File: config.mk
export PLATFORM = sky130hd
export DESIGN_NAME = accumulator_controller
export DESIGN_NICKNAME = d
export VERILOG_FILES = /design/src/rtl/acc_ctrl_pkg.sv /design/src/rtl/ripple_carry_adder.sv /design/src/rtl/accumulator_controller.sv
export SDC_FILE = /design/constraint.sdc
export NUM_CORES = 1
export LEC_CHECK = 0
export CAP_MARGIN = 30
export CORE_ASPECT_RATIO = 1.2
export CORE_MARGIN = 3
export CORE_UTILIZATION = 54
export DETAILED_ROUTE_END_ITERATION = 10
export DONT_BUFFER_PORTS = 1
export PLACE_DENSITY = 0.82
export SYNTH_ARGS = -nofsm -noshare
export SYNTH_HDL_FRONTEND = slang
export SYNTH_SLANG_ARGS = --single-unit
File: constraint.sdc
create_clock -name clk -period 2.6 [get_ports clk]
set_clock_uncertainty 0.15 [all_clocks]
set_input_delay 0.52 -clock clk [delete_from_list [all_inputs] [get_ports clk]]
set_output_delay 0.52 -clock clk [all_outputs]
set_load 0.02 [all_outputs]
File: src/rtl/acc_ctrl_pkg.sv
// Shared definitions for the accumulator controller: state encoding and default widths.
package acc_ctrl_pkg;

  localparam int DATA_W_DEF      = 4;
  localparam int ACC_W_DEF       = 5;
  localparam int NUM_SAMPLES_DEF = 4;

  // 2'd3 is unused; the controller treats it as IDLE.
  typedef enum logic [1:0] {
    S_IDLE  = 2'd0,
    S_ACCUM = 2'd1,
    S_DONE  = 2'd2
  } acc_state_e;

endpackage

File: src/rtl/ripple_carry_adder.sv
// Ripple-carry adder: SUM = A + zero-extended B, modulo 2^ACC_W.
module ripple_carry_adder #(
  parameter int DATA_W = 4,
  parameter int ACC_W  = 5
) (
  input  logic [ACC_W-1:0]  a_i,
  input  logic [DATA_W-1:0] b_i,
  output logic [ACC_W-1:0]  sum_o
);

  logic [ACC_W-1:0] b_ext;
  logic             carry;

  assign b_ext = ACC_W'(b_i);

  // The final carry is the dropped carry-out; wrap is detected by the caller.
  always_comb begin
    carry = 1'b0;
    sum_o = '0;
    for (int i = 0; i < ACC_W; i++) begin
      sum_o[i] = a_i[i] ^ b_ext[i] ^ carry;
      carry    = (a_i[i] & b_ext[i]) | (carry & (a_i[i] ^ b_ext[i]));
    end
  end

endmodule

File: src/rtl/accumulator_controller.sv
// Sequences one accumulation pass of NUM_SAMPLES operands through the single adder
// and holds the result with done/overflow flags until the next start or clear.
//
// state   | meaning
// IDLE    | waiting for start; acc/count/overflow cleared
// ACCUM   | accepting operands, in_ready/busy high
// DONE    | pass complete, result frozen, done high
module accumulator_controller
  import acc_ctrl_pkg::*;
#(
  parameter  int DATA_W      = DATA_W_DEF,
  parameter  int ACC_W       = ACC_W_DEF,
  parameter  int NUM_SAMPLES = NUM_SAMPLES_DEF,
  localparam int CNT_W       = $clog2(NUM_SAMPLES + 1)
) (
  input  logic              clk,
  input  logic              rst,
  input  logic              start,
  input  logic              clear,
  input  logic              in_valid,
  input  logic [DATA_W-1:0] in_data,
  output logic              in_ready,
  output logic [ACC_W-1:0]  acc_out,
  output logic [CNT_W-1:0]  count,
  output logic              busy,
  output logic              done,
  output logic              overflow
);

  acc_state_e       state_q;
  logic [ACC_W-1:0] acc_q;
  logic [ACC_W-1:0] sum_d;
  logic [CNT_W-1:0] count_q;
  logic             overflow_q;
  logic             in_ready_q;
  logic             busy_q;
  logic             done_q;
  logic             wrap;
  logic             last_xfer;

  ripple_carry_adder #(
    .DATA_W (DATA_W),
    .ACC_W  (ACC_W)
  ) u_adder (
    .a_i   (acc_q),
    .b_i   (in_data),
    .sum_o (sum_d)
  );

  assign wrap      = (sum_d < acc_q);
  assign last_xfer = (count_q == CNT_W'(NUM_SAMPLES - 1));

  always_ff @(posedge clk or posedge rst) begin
    if (rst) begin
      state_q    <= S_IDLE;
      acc_q      <= '0;
      count_q    <= '0;
      overflow_q <= 1'b0;
      in_ready_q <= 1'b0;
      busy_q     <= 1'b0;
      done_q     <= 1'b0;
    end else if (clear) begin
      state_q    <= S_IDLE;
      acc_q      <= '0;
      count_q    <= '0;
      overflow_q <= 1'b0;
      in_ready_q <= 1'b0;
      busy_q     <= 1'b0;
      done_q     <= 1'b0;
    end else begin
      case (state_q)
        S_ACCUM: begin
          // in_ready is high throughout ACCUM, so in_valid alone marks a transfer
          if (in_valid && in_ready_q) begin
            acc_q      <= sum_d;
            count_q    <= count_q + CNT_W'(1);
            overflow_q <= overflow_q | wrap;
            if (last_xfer) begin
              state_q    <= S_DONE;
              in_ready_q <= 1'b0;
              busy_q     <= 1'b0;
              done_q     <= 1'b1;
            end
          end
        end
        S_DONE: begin
          if (start) begin
            state_q    <= S_ACCUM;
            acc_q      <= '0;
            count_q    <= '0;
            overflow_q <= 1'b0;
            in_ready_q <= 1'b1;
            busy_q     <= 1'b1;
            done_q     <= 1'b0;
          end
        end
        default: begin
          if (start) begin
            state_q    <= S_ACCUM;
            acc_q      <= '0;
            count_q    <= '0;
            overflow_q <= 1'b0;
            in_ready_q <= 1'b1;
            busy_q     <= 1'b1;
            done_q     <= 1'b0;
          end else begin
            state_q    <= S_IDLE;
            in_ready_q <= 1'b0;
            busy_q     <= 1'b0;
            done_q     <= 1'b0;
          end
        end
      endcase
    end
  end

  assign in_ready = in_ready_q;
  assign acc_out  = acc_q;
  assign count    = count_q;
  assign busy     = busy_q;
  assign done     = done_q;
  assign overflow = overflow_q;

endmodule

Yosys cells after proc, flatten, opt, wreduce, memory -nomap -nowiden
Index checks and enable logic that the tools add are counted.
Storage, ports and cells
  output and inout bits: 12
  register bits: 13
  bits of input ports: 9
Operators by class
  magnitude comparators: 1
  equality and inequality tests: 6
  $add $sub $neg: 1
  bitwise logic cells: 19
  mux-type cells: 28
  reductions and logical operators: 4
Operators with widths (number)
  $mux W5: 4
  $mux W1: 13
  $mux W3: 4
  $ne A3 B3 Y1 const B: 3
  $mux W2: 4
  $xor A1 B1 Y1: 8
  $and A1 B1 Y1: 7
  $lt A5 B5 Y1: 1
  $or A1 B1 Y1: 4
  $pmux W1 S2: 2
  $pmux W2 S2: 1
  $add A3 B1 Y3 const B: 1
  $eq A3 B2 Y1 const B: 1
  $reduce_and A3 Y1: 1
  $reduce_bool A3 Y1: 1
  $eq A2 B1 Y1 const B: 1
  $eq A2 B2 Y1 const B: 1
  $reduce_and A2 Y1: 1
  $logic_and A1 B1 Y1: 1

Longest topological paths before layout
  depth in word-level cells: 13
  depth in mapped cells: 10

By module
From an unflattened synthesis, not the netlist that was laid out.
Second synthesis, totals
  cells, all modules: 86
  area total of the unflattened synthesis: 854.6 µm²
Modules (own cells, without submodules)
  accumulator_controller: instances 1, cells an instance 72, area an instance 739.5 µm²
  ripple_carry_adder: instances 1, cells an instance 14, area an instance 115.1 µm²

Worst setup path before layout
Ideal clock, no wire load.
  path type: input-to-reg
  from: input in_data[0]
  to: register overflow_q (netlist: overflow)
  stages: 10
  setup slack: -0.257 ns
  arrival: 2.588 ns
  library setup time: 0.119 ns
  required time: 2.331 ns
  path buffers: 0
  cells stage by stage: ha_1 > inv_1 > fa_1 > inv_1 > fa_1 > fa_1 > ha_1 > nand2b_1 > o311a_1 > o21a_1
Between the ends
  longest elaborated chain between the ends: 13
  elaborated cells between the ends (all ways): 17
RTL lines
  from (decl): RTL line accumulator_controller.sv:21  | input logic [DATA_W-1:0] in_data,
  $and A1 B1 Y1 (2 in series): RTL line ripple_carry_adder.sv:22  | carry = (a_i[i] & b_ext[i]) | (carry & (a_i[i] ^ b_ext[i]));
  $or A1 B1 Y1: RTL line ripple_carry_adder.sv:22
  $and A1 B1 Y1: RTL line ripple_carry_adder.sv:22
  $or A1 B1 Y1: RTL line ripple_carry_adder.sv:22
  $and A1 B1 Y1: RTL line ripple_carry_adder.sv:22
  $or A1 B1 Y1: RTL line ripple_carry_adder.sv:22
  $xor A1 B1 Y1: RTL line ripple_carry_adder.sv:21  | sum_o[i] = a_i[i] ^ b_ext[i] ^ carry;
  $lt A5 B5 Y1 (*): RTL line accumulator_controller.sv:50  | assign wrap = (sum_d < acc_q);
  $or A1 B1 Y1 (*): RTL line accumulator_controller.sv:77  | overflow_q <= overflow_q | wrap;
  $mux W1 (*): RTL line accumulator_controller.sv:74  | if (in_valid && in_ready_q) begin
  $mux W1 (*)
  $mux W1 (*): RTL line accumulator_controller.sv:62  | end else if (clear) begin
  to (signal assigned): RTL line accumulator_controller.sv:77
  to (decl): RTL line accumulator_controller.sv:34  | logic overflow_q;
Mark *: on every way between the ends. The rest lies on a longest branch, timed or not. The select of a mux whose other input is x is not followed.
A chain may end at the register's enable or synchronous reset.

Final worst setup path
  from: register acc_q[0] (netlist: acc_out[0])
  to: register overflow_q (netlist: overflow)
Between the ends
  longest elaborated chain between the ends: 13
  elaborated cells between the ends (all ways): 17
RTL lines
  from (decl): RTL line accumulator_controller.sv:31  | logic [ACC_W-1:0] acc_q;
  from (signal assigned): RTL line accumulator_controller.sv:75  | acc_q <= sum_d;
  $and A1 B1 Y1 (2 in series): RTL line ripple_carry_adder.sv:22
  $or A1 B1 Y1: RTL line ripple_carry_adder.sv:22
  $and A1 B1 Y1: RTL line ripple_carry_adder.sv:22
  $or A1 B1 Y1: RTL line ripple_carry_adder.sv:22
  $and A1 B1 Y1: RTL line ripple_carry_adder.sv:22
  $or A1 B1 Y1: RTL line ripple_carry_adder.sv:22
  $xor A1 B1 Y1: RTL line ripple_carry_adder.sv:21
  $lt A5 B5 Y1 (*): RTL line accumulator_controller.sv:50
  $or A1 B1 Y1 (*): RTL line accumulator_controller.sv:77
  $mux W1 (*): RTL line accumulator_controller.sv:74
  $mux W1 (*)
  $mux W1 (*): RTL line accumulator_controller.sv:62
Marks and branches as above.

==> flow_metrics.env <==
export IMPL_status="finished with violations"
export IMPL_failed_checks="negative hold slack, negative setup slack"
export IMPL_synth_mux_area_share_pct=2.33
export IMPL_wl_um=1460
export IMPL_clk_latency_ns=0.28
export IMPL_syn_inst=85
export IMPL_powerDensity_nw_per_um2=768
export IMPL_drt_iter0_markers=1
export IMPL_p_leak_nw=0.443
export IMPL_ys_seq_area_share_pct=34.9
export IMPL_synth_fa_ha_area_share_pct=20.1
export IMPL_layout_nets=115
export IMPL_cp_data_required_time_ns=2.63
export IMPL_first_pass_iters=2
export IMPL_synth_xor_area_share_pct=1.02
export IMPL_max_cap_viol_count=0
export IMPL_synth_fp_nets=106
export IMPL_wl_met2_um=761
export IMPL_die_x_um=42.4
export IMPL_wire_per_inst_um=13.3
export IMPL_post_cts_setup_buffers=0
export IMPL_cts_tree="built"
export IMPL_dp_cells=106
export IMPL_synth_cell_types=30
export IMPL_final_cells=110
export IMPL_port_buffers=0
export IMPL_grt_pass1_vias=621
export IMPL_syn_to_final_growth_pct=10.9
export IMPL_grt_max_degree=13
export IMPL_synthesis_area_um2=860
export IMPL_power_w=0.000732
export IMPL_yosys_top_cells_area="dfrtp_1 (35%), ha_1 (13%), fa_1 (7.0%), inv_1 (5.7%), nand2_2 (4.4%)"
export IMPL_dieArea_um2=2110
export IMPL_wl_met1_um=554
export IMPL_ff2ff_setup_slack_ns=-0.15
export IMPL_met3WireLength_um=94
export IMPL_fp_dieH_um=49.7
export IMPL_synth_simple_gate_area_share_pct=19.4
export IMPL_cp_startpoint="acc_out[0]$_DFFE_PP0P_"
export IMPL_yosys_area_top_type="dfrtp_1"
export IMPL_vias=589
export IMPL_drc=0
export IMPL_drive_above_1_share_pct=32.3
export IMPL_start_util_pct=58.7
export IMPL_maxClockFrequency_mhz=363
export IMPL_clk_pin_slew_ns=0.08
export IMPL_antenna_found_initial=0
export IMPL_clk_path_buf_depth=2
export IMPL_fin_crit_ns=2.75
export IMPL_rr_worst_depth=10
export IMPL_ios=21
export IMPL_r2r_end="overflow$_DFFE_PP0P_"
export IMPL_hold_class="input pin to async pin"
export IMPL_crit_chain="ha_2 > inv_2 > fa_2 > inv_2 > fa_2 > fa_1 > ha_1 > nand2b_1 > o311a_1 > o21a_1"
export IMPL_core_area_um2=1460
export IMPL_yosys_register_bits=12
export IMPL_cp_end_kind="register"
export IMPL_synth_compound_area_share_pct=13.8
export IMPL_worst_path_buf_inv=2
export IMPL_cp_data_arrival_time_ns=2.78
export IMPL_ir_drop_uv=508
export IMPL_tightestPinTransition_ns=0.471
export IMPL_critPathTopFamily="adder cells"
export IMPL_reg2reg_from="acc_out[0]$_DFFE_PP0P_"
export IMPL_slew_viol_final=0
export IMPL_period_share_pct=106
export IMPL_crit_type="register to register"
export IMPL_hold_violations=12
export IMPL_syn_avg_cell_area_um2=10.1
export IMPL_cts_buffers=3
export IMPL_slowest_stage="fa_1"
export IMPL_grt_overflow_total=0
export IMPL_clock_sinks=12
export IMPL_diodes=0
export IMPL_yosysTopAreaCellShare_pct=34.9
export IMPL_rsz0062_at_grt="yes"
export IMPL_relSlewSlack_pct=68.6
export IMPL_yosys_warnings=0
export IMPL_slowest_delay_ns=0.46
export IMPL_whs_ns=-0.0176
export IMPL_setup_viol=1
export IMPL_fill_cells=121
export IMPL_ant_nets=0
export IMPL_grt_pass1_wl_um=2710
export IMPL_top_layer_used="met4"
export IMPL_post_route_util_pct=65.1
export IMPL_dp_hpwl_um=1240
export IMPL_clockRootBuffer="clkbuf_4"
export IMPL_gp_congestion=0.782
export IMPL_start_kind="register"
export IMPL_synth_top_family_by_area="adder cells"
export IMPL_vias_per_cell=5.35
export IMPL_fin_ws_ns=-0.152
export IMPL_cp_max_fo=2
export IMPL_track_usage_pct=17.6
export IMPL_row_count=15
export IMPL_htreeDepth=1
[cells in the final DEF, fill, tap and decap left out, types with 3 or more instances in the layout]
master     n
buf_4      7
clkbuf_4   3
dfrtp_1   12
ha_1       8
inv_1     11
nand2_1    5
nand2_2    6
nor2_1     4
nor2b_1    3
o21ai_2    4
[registers in the layout, summed over array words and instances (netlist names)]
| name | count |
|---|---|
| acc_out | 5 |
| overflow | 1 |
| count | 3 |
| done | 1 |
| state_q | 2 |
[layout make-up]
| type | count | area, um2 | share of cell area [%] |
|---|---|---|---|
| clock buffers | 4 | 36.3 | 3.81 |
| inverters | 13 | 48.8 | 5.12 |
| multi-input cells | 57 | 494 | 51.8 |
| flip-flops and latches | 12 | 300 | 31.5 |
| well taps | 17 | 21.3 | 2.23 |
| repair buffers | 7 | 52.6 | 5.51 |
[where the power goes]
part / internal (W) / total [W] / leakage, nW / switching (W)
combinational: 0.000145 / 0.000336 / 0.257 / 0.000191
sequential: 0.000214 / 0.000243 / 0.165 / 0.0000296
clock: 0.0000853 / 0.000153 / 0.0210 / 0.0000675
[logic make-up (layout without fill, tap and decap cells)]
| logic type | after synthesis | after routing |
|---|---|---|
| flops | 12 | 12 |
| mux | 2 | 2 |
| xor+xnor | 1 | 1 |
| fa+ha+maj | 12 | 12 |
| buf+inv | 16 | 24 |
| simple gates | 27 | 27 |
| compound gates | 15 | 15 |
[metrics by stage]
step           setup TNS (ns)  worst slack, ns  area (um2)
2_1_floorplan          -0.257           -0.257         860
3_3_place_gp           -0.305           -0.305         910
3_5_place_dp           -0.433           -0.433         910
4_1_cts                -0.200           -0.200         953
5_1_grt                -0.267           -0.267         953
6_report               -0.152           -0.152         953
[worst max-delay path by stage]
stage | endpoint | slack, ns | depth (start not counted)
3_3_place_gp | overflow$_DFFE_PP0P_ | -0.31 | 10
4_1_cts | overflow$_DFFE_PP0P_ | -0.20 | 10
6_report | overflow$_DFFE_PP0P_ | -0.15 | 10
5_1_grt | overflow$_DFFE_PP0P_ | -0.27 | 10
3_5_place_dp | overflow$_DFFE_PP0P_ | -0.43 | 10
2_1_floorplan | overflow$_DFFE_PP0P_ | -0.26 | 10
[Yosys cell counts (all sizes together)]
master and instances:
inv 13, dfrtp 12, nand2 11, ha 9, o21ai 5, nor2 4
buf 3, fa 3, nor2b 3, nor3 3, o31ai 3, a21oi 2
mux2i 2, nand2b 2, a211oi 1, and2b 1, and3 1, nand4b 1
o21a 1, o21bai 1, o22a 1, o311a 1, or2b 1, xor2 1
[layer usage]
metal | global-route usage (%) | vias to the layer above
met5 | 0 | -
met4 | 12.4 | 0
met3 | 5.47 | 4
met2 | 27.7 | 16
met1 | 19.8 | 273
li1 | - | 296
[what timing repair did]
item                                    in CTS  in global routing
resized for setup                            5                  0
endpoints found under the setup margin       1                  1
hold endpoints to repair                     0                  0
hold buffers                                 0                  0
pin swaps                                    0                  0
Note: power is estimated with default switching activity, not from simulation.
